`config.mk`:
```
export PLATFORM = sky130hd
export DESIGN_NAME = tdm_demux4
export DESIGN_NICKNAME = d
export VERILOG_FILES = /design/src/rtl/tdm_demux4.sv
export SDC_FILE = /design/constraint.sdc
export NUM_CORES = 1
export LEC_CHECK = 0
export ABC_CLOCK_PERIOD_IN_PS = 2280
export CAP_MARGIN = 20
export CELL_PAD_IN_SITES_DETAIL_PLACEMENT = 0
export CELL_PAD_IN_SITES_GLOBAL_PLACEMENT = 1
export CORE_MARGIN = 5
export CORE_UTILIZATION = 38
export CTS_CLUSTER_DIAMETER = 150
export DETAILED_ROUTE_END_ITERATION = 16
export GPL_ROUTABILITY_DRIVEN = 0
export PLACE_DENSITY_LB_ADDON = 0.1
export SYNTH_ARGS = -nofsm -noshare
export SYNTH_HDL_FRONTEND = slang
export SYNTH_SLANG_ARGS = --single-unit
```
`constraint.sdc`:
```
create_clock -name clk -period 2.28 [get_ports clk]
set_clock_uncertainty 0.05 [all_clocks]
set_input_delay 0.456 -clock clk [delete_from_list [all_inputs] [get_ports clk]]
set_output_delay 0.456 -clock clk [all_outputs]
set_load 0.02 [all_outputs]
```
`src/rtl/tdm_demux4.sv`:
```
// tdm_demux4: 4-slot TDM receive demultiplexer.
// Collects four serial WIDTH-bit beats (slot 0..3, sync marks slot 0) into
// shadow registers and publishes them as one registered parallel frame.
// Optional build macro TDM_SYNC_CHECK_EN: checks sync on every locked beat,
// realigning or dropping lock on a mismatch and pulsing sync_err.
module tdm_demux4 #(
  parameter int WIDTH = 1
) (
  input  logic             clk,
  input  logic             rst,
  input  logic [WIDTH-1:0] din,
  input  logic             din_valid,
  input  logic             sync,
  output logic [WIDTH-1:0] ch_a,
  output logic [WIDTH-1:0] ch_b,
  output logic [WIDTH-1:0] ch_c,
  output logic [WIDTH-1:0] ch_d,
  output logic             frame_valid,
  output logic [1:0]       slot,
  output logic             locked,
  output logic             sync_err
);

  typedef enum logic {HUNT = 1'b0, LOCKED = 1'b1} state_t;

  state_t           state_q, state_d;
  logic [1:0]       slot_q, slot_d;
  logic [WIDTH-1:0] sha_q, sha_d, shb_q, shb_d, shc_q, shc_d;
  logic [WIDTH-1:0] cha_q, cha_d, chb_q, chb_d, chc_q, chc_d, chd_q, chd_d;
  logic             fv_q, fv_d;
  logic             serr_q, serr_d;

  // State, shadow and output registers; reset drops any partial frame and lock.
  always_ff @(posedge clk or posedge rst) begin
    if (rst) begin
      state_q <= HUNT;
      slot_q  <= 2'd0;
      sha_q   <= '0;
      shb_q   <= '0;
      shc_q   <= '0;
      cha_q   <= '0;
      chb_q   <= '0;
      chc_q   <= '0;
      chd_q   <= '0;
      fv_q    <= 1'b0;
      serr_q  <= 1'b0;
    end else begin
      state_q <= state_d;
      slot_q  <= slot_d;
      sha_q   <= sha_d;
      shb_q   <= shb_d;
      shc_q   <= shc_d;
      cha_q   <= cha_d;
      chb_q   <= chb_d;
      chc_q   <= chc_d;
      chd_q   <= chd_d;
      fv_q    <= fv_d;
      serr_q  <= serr_d;
    end
  end

  // Next-state: hunt for sync, then place beats by slot counter; slot 3 publishes.
  always_comb begin
    state_d = state_q;
    slot_d  = slot_q;
    sha_d   = sha_q;
    shb_d   = shb_q;
    shc_d   = shc_q;
    cha_d   = cha_q;
    chb_d   = chb_q;
    chc_d   = chc_q;
    chd_d   = chd_q;
    fv_d    = 1'b0;
    serr_d  = 1'b0;
    if (din_valid) begin
      if (state_q == HUNT) begin
        if (sync) begin
          sha_d   = din;
          slot_d  = 2'd1;
          state_d = LOCKED;
        end
`ifdef TDM_SYNC_CHECK_EN
      end else if (sync && (slot_q != 2'd0)) begin
        // Early sync: restart the frame on this beat, discarding the partial one.
        serr_d = 1'b1;
        sha_d  = din;
        slot_d = 2'd1;
      end else if (!sync && (slot_q == 2'd0)) begin
        // Missing sync: lock is lost, beat discarded.
        serr_d  = 1'b1;
        state_d = HUNT;
        slot_d  = 2'd0;
`endif
      end else begin
        case (slot_q)
          2'd0: sha_d = din;
          2'd1: shb_d = din;
          2'd2: shc_d = din;
          default: begin
            cha_d = sha_q;
            chb_d = shb_q;
            chc_d = shc_q;
            chd_d = din;
            fv_d  = 1'b1;
          end
        endcase
        slot_d = slot_q + 2'd1;
      end
    end
  end

  assign ch_a        = cha_q;
  assign ch_b        = chb_q;
  assign ch_c        = chc_q;
  assign ch_d        = chd_q;
  assign frame_valid = fv_q;
  assign slot        = slot_q;
  assign locked      = (state_q == LOCKED);
  assign sync_err    = serr_q;

endmodule

```
==> results.sh <==
export IMPL_status="completed"
export IMPL_postCtsHoldBufs=0
export IMPL_clk_pin_slew_worst_paths_ns=0.07
export IMPL_yosysSeqAreaShare_pct=52.63
export IMPL_nFillCells=111
export IMPL_regArea_um2=275.3
export IMPL_cts_tree="done"
export IMPL_hpwl_um=764.8
export IMPL_r2r_start="slot[0]$_DFFE_PP0P_"
export IMPL_clock_sinks=11
export IMPL_grt_pass1_vias=345
export IMPL_crit_chain="clkdlybuf4s50_1"
export IMPL_drtPass1Iterations=2
export IMPL_path_class="reg2out"
export IMPL_ys_ff_latch=11
export IMPL_syn_area_um2=523.0
export IMPL_fp_dieH_um=47.10
export IMPL_via_per_inst=4.853
export IMPL_setup_tns_ns=0
export IMPL_final_common_cell="clkdlybuf4s50_1"
export IMPL_critical_path_top_delay_family="buffers and inverters"
export IMPL_h_tree_depth=1
export IMPL_drv_slew=0
export IMPL_critPathSlowestCell="clkdlybuf4s50_1"
export IMPL_ir_drop_mv=0.5424
export IMPL_numCtsBuffers=3
export IMPL_antenna_found_initial=0
export IMPL_power_density_nw_per_um2=1176
export IMPL_antenna_left=0
export IMPL_cts_resized=0
export IMPL_max_freq_mhz=512.0
export IMPL_grt_pass1_wl_um=1656
export IMPL_drive_above_1_share_pct=28.30
export IMPL_drt_iter0_markers=2
export IMPL_overflow=0
export IMPL_start_util_pct=40.19
export IMPL_area_growth_pct=27.99
export IMPL_clock_root_buffer="clkbuf_4"
export IMPL_via_count=330
export IMPL_synth_top_area_cell="dfrtp_1"
export IMPL_min_period_ns=1.953
export IMPL_multi_input_area_um2=214.0
export IMPL_finalSetupViolations=0
export IMPL_ys_warn_count=0
export IMPL_max_stage_delay_ns=0.66
export IMPL_grt_max_degree=12
export IMPL_dieArea_um2=2218
export IMPL_p_leak_nw=0.3140
export IMPL_drt_wl_total_um=965
export IMPL_clk_latency_ns=0.26
export IMPL_synth_top_area_share_pct=52.63
export IMPL_row_count=13
export IMPL_ys_types=16
export IMPL_synth_fp_nets=48
export IMPL_maxCapViolations=0
export IMPL_grt_usage_pct=11.62
export IMPL_drcViolationCount=0
export IMPL_synth_area_leaders="dfrtp_1 53%, mux2_2 13%, ha_1 9.6%, mux2_4 5.7%, inv_1 2.9%"
export IMPL_cp_end_kind="output port"
export IMPL_wire_per_inst_um=14.19
export IMPL_cp_arrival_ns=1.45
export IMPL_worst_ep_required_time_ns=1.77
export IMPL_num_antenna_cells=0
export IMPL_min_path_type="in2async"
export IMPL_io_buffers=12
export IMPL_utilization_pct=51.44
export IMPL_reg2reg_to="sha_q$_DFFE_PP0P_"
export IMPL_core_area_um2=1301
export IMPL_grt_setup_unrepaired="no"
export IMPL_critPathMaxFanout=9
export IMPL_rr_worst_depth=5
export IMPL_die_w_um=47.10
export IMPL_layout_common_cells="12 x clkdlybuf4s50_1, 11 x dfrtp_1, 6 x mux2_2, 4 x inv_1, 4 x ha_1"
export IMPL_nNetsFinal=63
export IMPL_synthCells=39
export IMPL_io_pins=14
export IMPL_cts_max_path_buffers=2
export IMPL_crit_path_start_kind="flop"
export IMPL_finalCritPeriodShare_pct=85.66
export IMPL_r2r_slack_ns=0.78
export IMPL_critPathBufInv=1
export IMPL_finalHoldViolCount=0
export IMPL_avgSynthCellArea_um2=13.41
export IMPL_post_cts_setup_buffer_count=0
[synthesized netlist by cell type]
cell type and number:
a21oi_1 1, nand2_2 1, buf_4 1, o21ai_0 1, inv_1 4, buf_6 1
mux2_4 2, a32o_1 1, dfrtp_1 11, ha_1 4, nand3_2 1, and3_2 1
nand3_1 2, a21o_2 1, conb_1 1, mux2_2 6
[worst reg2reg max path, stage by stage, from the launching register on]
cell	delay (ns)
dfrtp_1	0.41
inv_1	0.10
ha_1	0.21
mux2_4	0.26
nand2_2	0.07
mux2_4	0.29
[kinds of logic (layout without fill, tap and decap cells)]
kind of cell / Yosys count / count (layout) / synth area share [%]
AO/OA/AOI/OAI: 4 / 4 / 5.501
adder cells (fa/ha/maj): 4 / 4 / 9.570
buffers and inverters: 6 / 20 / 6.459
flip-flops: 11 / 11 / 52.63
multiplexers: 8 / 8 / 18.66
other: 1 / 1 / 0.7170
AND/OR/NAND/NOR: 5 / 5 / 6.461
[power breakdown]
part,switching [mW],internal [mW],leakage [nW]
Clock,0.0639,0.0677,0.0150
Sequential,0.0477,0.274,0.129
Combinational,0.148,0.186,0.170
[layer usage]
metal  track usage (%)  share of wire (%)
met5                 0                  0
met4             8.287                2.1
met3             4.598                6.3
met2             18.70                 53
met1             12.29                 38
[stage by stage]
step           hold slack, ns  total power, mW  area [µm²]  cells  worst slack (ns)
3_5_place_dp           0.4423           0.6671       643.1     64            0.4918
3_3_place_gp           0.4365           0.6520       643.1     64            0.5465
6_report               0.4226           0.7873       669.4     68            0.3269
5_1_grt                0.4638           0.8466       669.4     68            0.2631
4_1_cts                0.4354           0.8033       669.4     68            0.3073
2_1_floorplan          0.2584           0.5166       523.0     39            0.7169
[how the worst max path moves through the flow]
stage	endpoint	from	slack (ns)	cells after the start
CTS	locked	locked$_DFFE_PP0P_	0.31	1
floorplan	sha_q$_DFFE_PP0P_	slot[0]$_DFFE_PP0P_	0.72	5
finish	locked	locked$_DFFE_PP0P_	0.33	1
global route	locked	locked$_DFFE_PP0P_	0.26	1
detailed placement	ch_c$_DFFE_PP0P_	din_valid	0.49	3
global placement	ch_a$_DFFE_PP0P_	din_valid	0.55	3
[state kept, by name, summed over array words and instances, names as in the netlist]
| register | count |
|---|---|
| ch_a | 1 |
| ch_b | 1 |
| ch_c | 1 |
| ch_d | 1 |
| frame_valid | 1 |
| locked | 1 |
| sha_q | 1 |
| shb_q | 1 |
| shc_q | 1 |
| slot | 2 |
[final cells by class]
class	count	share of cell area [%]
flip-flops and latches	11	41.12
multi-input cells	22	31.96
repair buffers	12	17.94
clock buffers	4	3.925
well taps	15	2.804
inverters	4	2.243
No activity file was read; power rests on OpenSTA's default activity.
